### src/rtl/filter_event_arbiter.sv
// Two-channel event arbiter: per-channel FIFOs feeding a round-robin granted output register.
// Optional macro FILTER_EVENT_ARBITER_DROP_CNT_EN adds saturating per-channel lost-event counters.

module filter_event_fifo #(
    parameter int DATA_WIDTH = 8,
    parameter int FIFO_DEPTH = 4
) (
    input  logic                  clk,
    input  logic                  rst_n,
    input  logic [DATA_WIDTH-1:0] value,
    input  logic [15:0]           addr,
    input  logic                  valid,
    input  logic                  pop,
    output logic [DATA_WIDTH-1:0] head_value,
    output logic [15:0]           head_addr,
    output logic                  nonempty,
    output logic                  ready
`ifdef FILTER_EVENT_ARBITER_DROP_CNT_EN
    ,
    output logic [15:0]           drop_cnt
`endif
);
    localparam int PTR_W = $clog2(FIFO_DEPTH);
    localparam int CNT_W = PTR_W + 1;
    localparam logic [CNT_W-1:0] FULL_CNT  = CNT_W'(FIFO_DEPTH);
    localparam logic [CNT_W-1:0] READY_MAX = CNT_W'(FIFO_DEPTH - 2);

    logic [DATA_WIDTH+15:0] mem [FIFO_DEPTH];
    logic [PTR_W-1:0]       wr_ptr, rd_ptr;
    logic [CNT_W-1:0]       count, count_nxt;
    logic                   full, push;

    assign full     = (count == FULL_CNT);
    // A full FIFO still accepts when its head leaves on the same edge.
    assign push     = valid && (!full || pop);
    assign nonempty = (count != '0);
    assign {head_value, head_addr} = mem[rd_ptr];

    always_comb begin
        count_nxt = count;
        if (push && !pop)
            count_nxt = count + 1'b1;
        else if (!push && pop)
            count_nxt = count - 1'b1;
    end

    always_ff @(posedge clk or negedge rst_n) begin
        if (!rst_n) begin
            wr_ptr <= '0;
            rd_ptr <= '0;
            count  <= '0;
            ready  <= 1'b0;
        end else begin
            if (push) wr_ptr <= wr_ptr + 1'b1;
            if (pop)  rd_ptr <= rd_ptr + 1'b1;
            count <= count_nxt;
            // One slot held back for the producer's in-flight event.
            ready <= (count_nxt <= READY_MAX);
        end
    end

    always_ff @(posedge clk) begin
        if (push) mem[wr_ptr] <= {value, addr};
    end

`ifdef FILTER_EVENT_ARBITER_DROP_CNT_EN
    always_ff @(posedge clk or negedge rst_n) begin
        if (!rst_n)
            drop_cnt <= '0;
        else if (valid && !push && drop_cnt != 16'hFFFF)
            drop_cnt <= drop_cnt + 16'd1;
    end
`endif
endmodule

module filter_event_arbiter #(
    parameter int DATA_WIDTH = 8,
    parameter int FIFO_DEPTH = 4
) (
    input  logic                  clk,
    input  logic                  rst_n,
    input  logic [DATA_WIDTH-1:0] in0_event_value,
    input  logic [15:0]           in0_event_addr,
    input  logic                  in0_event_valid,
    input  logic [DATA_WIDTH-1:0] in1_event_value,
    input  logic [15:0]           in1_event_addr,
    input  logic                  in1_event_valid,
    output logic                  ready_for_new_event0,
    output logic                  ready_for_new_event1,
    input  logic                  out_ready,
    output logic [DATA_WIDTH-1:0] out_event_value,
    output logic [15:0]           out_event_addr,
    output logic                  out_event_src,
    output logic                  out_event_valid
`ifdef FILTER_EVENT_ARBITER_DROP_CNT_EN
    ,
    output logic [15:0]           drop_cnt0,
    output logic [15:0]           drop_cnt1
`endif
);
    typedef enum logic {PRI0 = 1'b0, PRI1 = 1'b1} arb_state_t;

    logic [1:0][DATA_WIDTH-1:0] in_value, head_value;
    logic [1:0][15:0]           in_addr, head_addr;
    logic [1:0]                 in_valid, pop, nonempty, ready;
`ifdef FILTER_EVENT_ARBITER_DROP_CNT_EN
    logic [1:0][15:0]           drop_cnt;
    assign drop_cnt0 = drop_cnt[0];
    assign drop_cnt1 = drop_cnt[1];
`endif

    arb_state_t state, state_nxt;
    logic       load, grant_vld, grant_src;

    assign in_value = {in1_event_value, in0_event_value};
    assign in_addr  = {in1_event_addr,  in0_event_addr};
    assign in_valid = {in1_event_valid, in0_event_valid};
    assign ready_for_new_event0 = ready[0];
    assign ready_for_new_event1 = ready[1];

    for (genvar c = 0; c < 2; c++) begin : g_ch
        filter_event_fifo #(.DATA_WIDTH(DATA_WIDTH), .FIFO_DEPTH(FIFO_DEPTH)) u_fifo (
            .clk        (clk),
            .rst_n      (rst_n),
            .value      (in_value[c]),
            .addr       (in_addr[c]),
            .valid      (in_valid[c]),
            .pop        (pop[c]),
            .head_value (head_value[c]),
            .head_addr  (head_addr[c]),
            .nonempty   (nonempty[c]),
            .ready      (ready[c])
`ifdef FILTER_EVENT_ARBITER_DROP_CNT_EN
            ,
            .drop_cnt   (drop_cnt[c])
`endif
        );
        assign pop[c] = grant_vld && (grant_src == c[0]);
    end

    assign load = !out_event_valid || out_ready;

    always_ff @(posedge clk or negedge rst_n) begin
        if (!rst_n) state <= PRI0;
        else        state <= state_nxt;
    end

    always_comb begin
        state_nxt = state;
        grant_vld = 1'b0;
        grant_src = 1'b0;
        if (load) begin
            case (state)
                PRI0: begin
                    if (nonempty[0])      begin grant_vld = 1'b1; grant_src = 1'b0; end
                    else if (nonempty[1]) begin grant_vld = 1'b1; grant_src = 1'b1; end
                end
                default: begin
                    if (nonempty[1])      begin grant_vld = 1'b1; grant_src = 1'b1; end
                    else if (nonempty[0]) begin grant_vld = 1'b1; grant_src = 1'b0; end
                end
            endcase
            if (grant_vld) state_nxt = grant_src ? PRI0 : PRI1;
        end
    end

    always_ff @(posedge clk or negedge rst_n) begin
        if (!rst_n) begin
            out_event_valid <= 1'b0;
            out_event_value <= '0;
            out_event_addr  <= '0;
            out_event_src   <= 1'b0;
        end else if (load) begin
            out_event_valid <= grant_vld;
            if (grant_vld) begin
                out_event_value <= head_value[grant_src];
                out_event_addr  <= head_addr[grant_src];
                out_event_src   <= grant_src;
            end
        end
    end
endmodule
### config.mk
export PLATFORM = sky130hd
export DESIGN_NAME = filter_event_arbiter
export DESIGN_NICKNAME = d
export VERILOG_FILES = /design/src/rtl/filter_event_arbiter.sv
export SDC_FILE = /design/constraint.sdc
export NUM_CORES = 1
export LEC_CHECK = 0
export BUFFER_PORTS_ARGS = -buffer_cell sky130_fd_sc_hd__buf_4
export CAP_MARGIN = 20
export CORE_UTILIZATION = 60
export CTS_CLUSTER_SIZE = 8
export DETAILED_ROUTE_END_ITERATION = 8
export PLACE_DENSITY_LB_ADDON = 0.3
export SETUP_SLACK_MARGIN = 0.05
export SLEW_MARGIN = 20
export SYNTH_ARGS = -nofsm -noshare
export SYNTH_HDL_FRONTEND = slang
export SYNTH_SLANG_ARGS = --single-unit
### constraint.sdc
create_clock -name clk -period 5.1 [get_ports clk]
set_input_delay 1.02 -clock clk [delete_from_list [all_inputs] [get_ports clk]]
set_output_delay 1.02 -clock clk [all_outputs]
set_load 0.005 [all_outputs]
== After elaboration in Yosys (flattened, before gate mapping) ==
Memories as Yosys holds them, arrays and structs flattened.
Cells that the tools add are included.
W data, S select, Z words.
Cells by class
  add/subtract/negate cells: 8
  muxes and demuxes: 24
  reductions and logical operators: 22
  equality and inequality tests: 2
  magnitude comparators: 3
  bitwise operators: 1
Operator list (number)
  $mux W16: 2
  $mux W1: 16
  $mux W8: 2
  $mux W3: 4
  $add A2 B1 Y2 const B: 4
  $logic_and A1 B1 Y1: 8
  $logic_not A1 Y1: 7
  $add A3 B1 Y3 const B: 2
  $eq A3 B3 Y1 const B: 2
  $le A3 B2 Y1 const B: 2
  $reduce_bool A3 Y1: 2
  $sub A3 B1 Y3 const B: 2
  $reduce_and A2 Y1: 2
  $logic_or A1 B1 Y1: 3
  $lt A1 B2 Y1 const B: 1
  $not A1 Y1: 1
Word-level totals
  output and inout port bits: 28
  RAM bits: 192
  register bits after elaboration: 43
  memories kept: 2
  input bits: 53
  word-level logic and storage cells: 75
Memory list
  g_ch[0].u_fifo.mem: words 4, bits a word 24, rd ports 1, clocked after Yosys merged registers in 0, write ports 1, line 28  | logic [DATA_WIDTH+15:0] mem [FIFO_DEPTH];
  g_ch[1].u_fifo.mem: words 4, bits a word 24, rd ports 1, clocked after Yosys merged registers in 0, write ports 1, line 28

== Depth between registers and ports, before layout ==
  word-level depth: 15
  mapped depth: 8
  gate-level depth less buffers: 7

== Cells and area by module ==
A second synthesis with hierarchy kept.
Unflattened totals
  cells, all modules: 499
  area total of the unflattened synthesis: 9356.5 um2
Modules (own cells, without submodules)
  filter_event_fifo (g_ch[1].u_fifo): cells each 176, instances 1, area an instance 4015.1 um2
  filter_event_fifo (g_ch[0].u_fifo): cells each 179, instances 1, area an instance 4003.8 um2
  filter_event_arbiter: cells each 144, instances 1, area an instance 1337.5 um2

== Worst setup path before layout ==
No wires, ideal clock.
  path type: input -> register
  from: input port out_ready
  to: memory g_ch[0].u_fifo.mem[0][0] (netlist name), enable pin
  buffers on the path: 0
  slack: 2270 ps
  library setup time: 383 ps
  cell stages on the path: 4
  arrival: 2447 ps
  path through: nand2b_1 o21ai_1 a31oi_2 and2_1
Between the ends
  longest elaborated chain between the ends: 8
  elaborated cells between the ends (all ways): 9
Ends and longest elaborated chain
  from (decl): line 90  | input logic out_ready,
  $logic_or A1 B1 Y1 *: line 141  | assign load = !out_event_valid || out_ready;
  $mux W1: line 152  | if (load) begin
  $not A1 Y1: line 138  | assign pop[c] = grant_vld && (grant_src == c[0]);
  $logic_and A1 B1 Y1 *: line 138
  $logic_or A1 B1 Y1 *: line 35  | assign push = valid && (!full || pop);
  $logic_and A1 B1 Y1 *: line 35
  $mux W1 *: line 63  | if (push) mem[wr_ptr] <= {value, addr};
  $mux W1 (implied by the code) *: line 63
  to (decl): line 28
Every way passes the cells marked *; elsewhere a longest branch is shown, timed or not.

== Worst setup path after layout ==
  from: register g_ch[1].u_fifo.count[0]
  to: memory g_ch[0].u_fifo.mem[0][13] (netlist name), enable pin
Between the ends
  longest elaborated chain between the ends: 12
  elaborated cells between the ends (all ways): 17
Ends and longest elaborated chain
  from (decl): line 30  | logic [CNT_W-1:0] count, count_nxt;
  from (signal assigned): line 56  | count <= count_nxt;
  $reduce_bool A3 Y1 *: line 36  | assign nonempty = (count != '0);
  $mux W1: line 156, 159
  $mux W1: line 155  | if (nonempty[0]) begin grant_vld = 1'b1; grant_src = 1'b0; end
  $mux W1: line 153  | case (state)
  $mux W1 (2 in series): line 152
  $not A1 Y1: line 138
  $logic_and A1 B1 Y1 *: line 138
  $logic_or A1 B1 Y1 *: line 35
  $logic_and A1 B1 Y1 *: line 35
  $mux W1 *: line 63
  $mux W1 (implied by the code) *: line 63
Every way passes the cells marked *; elsewhere a longest branch is shown, timed or not. The select of a mux whose other input is x is not followed.

==> impl_metrics.env <==
export IMPL_outcome="complete, no violations"
export IMPL_timing_hold_ws_ns=0.523
export IMPL_synth_edf_count=192
export IMPL_cts_resized=0
export IMPL_drive_above_1_share_pct=30.5
export IMPL_crit_type="flip-flop to flip-flop"
export IMPL_critPathSlowestCell="and2_2"
export IMPL_pre_cts_slack_ns=2.05
export IMPL_ir_drop_mv=0.300
export IMPL_end_kind="flip-flop"
export IMPL_syn_inst=503
export IMPL_area_growth_pct=19.3
export IMPL_grt_pass1_wl_um=28400
export IMPL_htree_levels=2
export IMPL_ys_warn_count=0
export IMPL_cts_sinks=235
export IMPL_synth_cell_type_count=47
export IMPL_fin_nets=670
export IMPL_synth_most_common_cell="edfxtp_1"
export IMPL_clk_transition_reported_paths_ns=0.05
export IMPL_n_antenna_cell=0
export IMPL_yosys_top_cells_count="edfxtp_1 (192), mux4_2 (48), dfrtp_1 (43)"
export IMPL_routed_wl_um=18600
export IMPL_yosysTopAreaCell="edfxtp_1"
export IMPL_fin_crit_sh_pct=54.6
export IMPL_cts_buffers_inserted=35
export IMPL_clk_path_buf_depth=3
export IMPL_synthTopCellsByArea="edfxtp_1 (61%), mux4_2 (11%), dfrtp_1 (11%), mux2i_1 (2.9%), ha_1 (1.9%)"
export IMPL_fin_setup_tns_ns=0
export IMPL_period_needed_ns=2.78
export IMPL_hpwl_um=11200
export IMPL_ios=81
export IMPL_ys_seq_area_share_pct=72.5
export IMPL_antenna_left=0
export IMPL_path_cells="inv_1 > ha_1 > and2b_1 > o21ai_1 > a31oi_2 > and2_2"
export IMPL_avgSynthCellArea_um2=18.7
export IMPL_grt_start_max_net_pins=44
export IMPL_finalMaxSlewViolations=0
export IMPL_num_rows=45
export IMPL_start_util_pct=61.8
export IMPL_synth_top_cell_area_share_pct=61.1
export IMPL_via_count=4958
export IMPL_cts_setup_buffers=0
export IMPL_powerDensity_nw_per_um2=618
export IMPL_drt_iter0_drc=416
export IMPL_critPathTopFamily="simple AND/OR/NAND/NOR gates"
export IMPL_wl_per_cell_um=22.1
export IMPL_grt_antenna_before_repair=0
export IMPL_dpl_cell_area_um2=10200
export IMPL_die_w_um=127
export IMPL_worst_skew_pair_late_latency_ns=0.51
export IMPL_multi_input_area_um2=2410
export IMPL_instances_no_fill=840
export IMPL_grt_pass1_vias=5161
export IMPL_grt_usage_pct=24.2
export IMPL_portBuffers=80
export IMPL_dieArea_um2=16200
export IMPL_crit_arrival_ns=2.90
export IMPL_cts_root_buffer="clkbuf_16"
export IMPL_drc=0
export IMPL_hold_path_class="primary input to async pin"
export IMPL_placed_cells=777
export IMPL_drv_cap=0
export IMPL_rsz0062_at_grt="no"
export IMPL_path_max_fanout=24
export IMPL_p_leak_uw=0.00414
export IMPL_fmax_ghz=0.359
export IMPL_die_y_um=127
export IMPL_vias_per_cell=5.90
export IMPL_cts_hold_buf=0
export IMPL_hold_viol_final=0
export IMPL_nFillCells=864
export IMPL_seq_area_um2=6840
export IMPL_final_area_um2=11300
export IMPL_slew_headroom_pct=56.1
export IMPL_required_ns=5.21
export IMPL_place_gp_congestion=0.857
export IMPL_cpPeakStageDelay_ns=0.64
export IMPL_ys_flop_type="edfxtp_1"
export IMPL_fin_skew_ns=0.0203
export IMPL_ys_ff_latch=235
export IMPL_syn_area_um2=9430
export IMPL_syn_nets=570
export IMPL_setup_violations=0
export IMPL_setup_slack_ns=2.32
export IMPL_async_flop_share_pct=18.3
export IMPL_path_buf_inv=1
export IMPL_overflow=0
export IMPL_firstDrtPassIters=5
export IMPL_worst_slew_pin_slew_ns=0.659
export IMPL_coreArea_um2=15300
export IMPL_startpoint_type="flip-flop"
export IMPL_tritoncts="built"
-- metrics by stage --
stage / power (uW) / utilization [%]
2_1_floorplan: 4210 / -
3_3_place_gp: 4790 / 67.0
3_5_place_dp: 4880 / 67.0
4_1_cts: 7010 / 73.8
5_1_grt: 7260 / 73.8
6_report: 6950 / 73.8
-- worst paths after layout --
check	start	endpoint	slack, ns	cells after the start
worst max-delay path	g_ch[1].u_fifo.count[0]	g_ch[0].u_fifo.mem[0][13]	2.32	6
worst min-delay path	rst_n	g_ch[1].u_fifo.count[0]	0.52	1
worst max register to register	g_ch[1].u_fifo.count[0]	g_ch[0].u_fifo.mem[0][13]	2.32	6
worst min register to register	out_event_addr[13]	out_event_addr[13]	0.54	2
max in group asynchronous	rst_n	g_ch[0].u_fifo.rd_ptr[1]	4.14	1
min in group clk	out_event_addr[13]	out_event_addr[13]	0.54	2
-- where the power goes --
part | leakage [uW] | switching (uW) | internal (uW) | total, uW
logic | 0.00141 | 984 | 950 | 1930
registers | 0.00225 | 319 | 2590 | 2910
clock network | 0.000488 | 788 | 1310 | 2100
total | 0.00414 | 2090 | 4860 | 6950
-- layout by cell type (no fill, tap or decap), types with 2 or more instances in the layout --
master,netlist,routed
clkinv_8,0,2
a31oi_1,2,2
o211ai_1,4,4
o21ai_4,2,2
clkbuf_1,6,24
nor2b_1,2,2
xnor2_1,8,8
o221ai_1,2,2
buf_4,7,89
nand2_1,10,10
and2_2,0,3
inv_1,12,12
edfxtp_1,192,192
and3_1,4,4
and2_1,8,5
a31oi_2,2,2
nand2b_1,3,3
clkbuf_16,0,35
dfrtp_2,0,2
ha_1,14,14
nor2_1,25,25
mux4_2,48,48
a21oi_1,32,31
clkbuf_8,0,2
o21ai_0,9,9
nand3_1,8,8
mux2i_1,27,27
dfrtp_1,43,41
-- registers in the layout, summed over array words and instances, names as in the netlist --
signal	cells
out_event_value	8
out_event_src	1
g_ch.u_fifo.wr_ptr	4
g_ch.u_fifo.ready	2
g_ch.u_fifo.mem	192
g_ch.u_fifo.rd_ptr	4
state	1
out_event_addr	16
out_event_valid	1
g_ch.u_fifo.count	6
-- per-layer routing --
| metal | routed length [um] | up-vias | GRT usage, % |
|---|---|---|---|
| met3 | 1160 | 45 | 4.73 |
| met4 | 692 | 0 | 11.4 |
| met5 | 0 | - | 0 |
| met2 | 9590 | 214 | 40.3 |
| met1 | 7170 | 2512 | 31.0 |
| li1 | - | 2187 | - |
-- layout make-up --
class | count | area share (%)
Clock inverter | 2 | 0.289
Timing Repair Buffer | 89 | 5.94
Clock buffer | 61 | 8.83
Inverter | 12 | 0.400
Sequential cell | 235 | 60.8
Multi-Input combinational cell | 230 | 21.4
Tap cell | 211 | 2.35
-- kinds of logic (layout without fill, tap and decap cells) --
logic type	count (synthesis)	in the layout	synth area share (%)
muxes	76	76	14.5
buffers and inverters	38	164	2.08
adders and majority gates	14	14	1.86
and+or+nand+nor	67	67	3.57
xor gates and xnor gates	8	8	0.743
AOI/OAI and AO/OA	65	65	4.71
DFF	235	235	72.5
No activity file was read; power rests on OpenSTA's default activity.
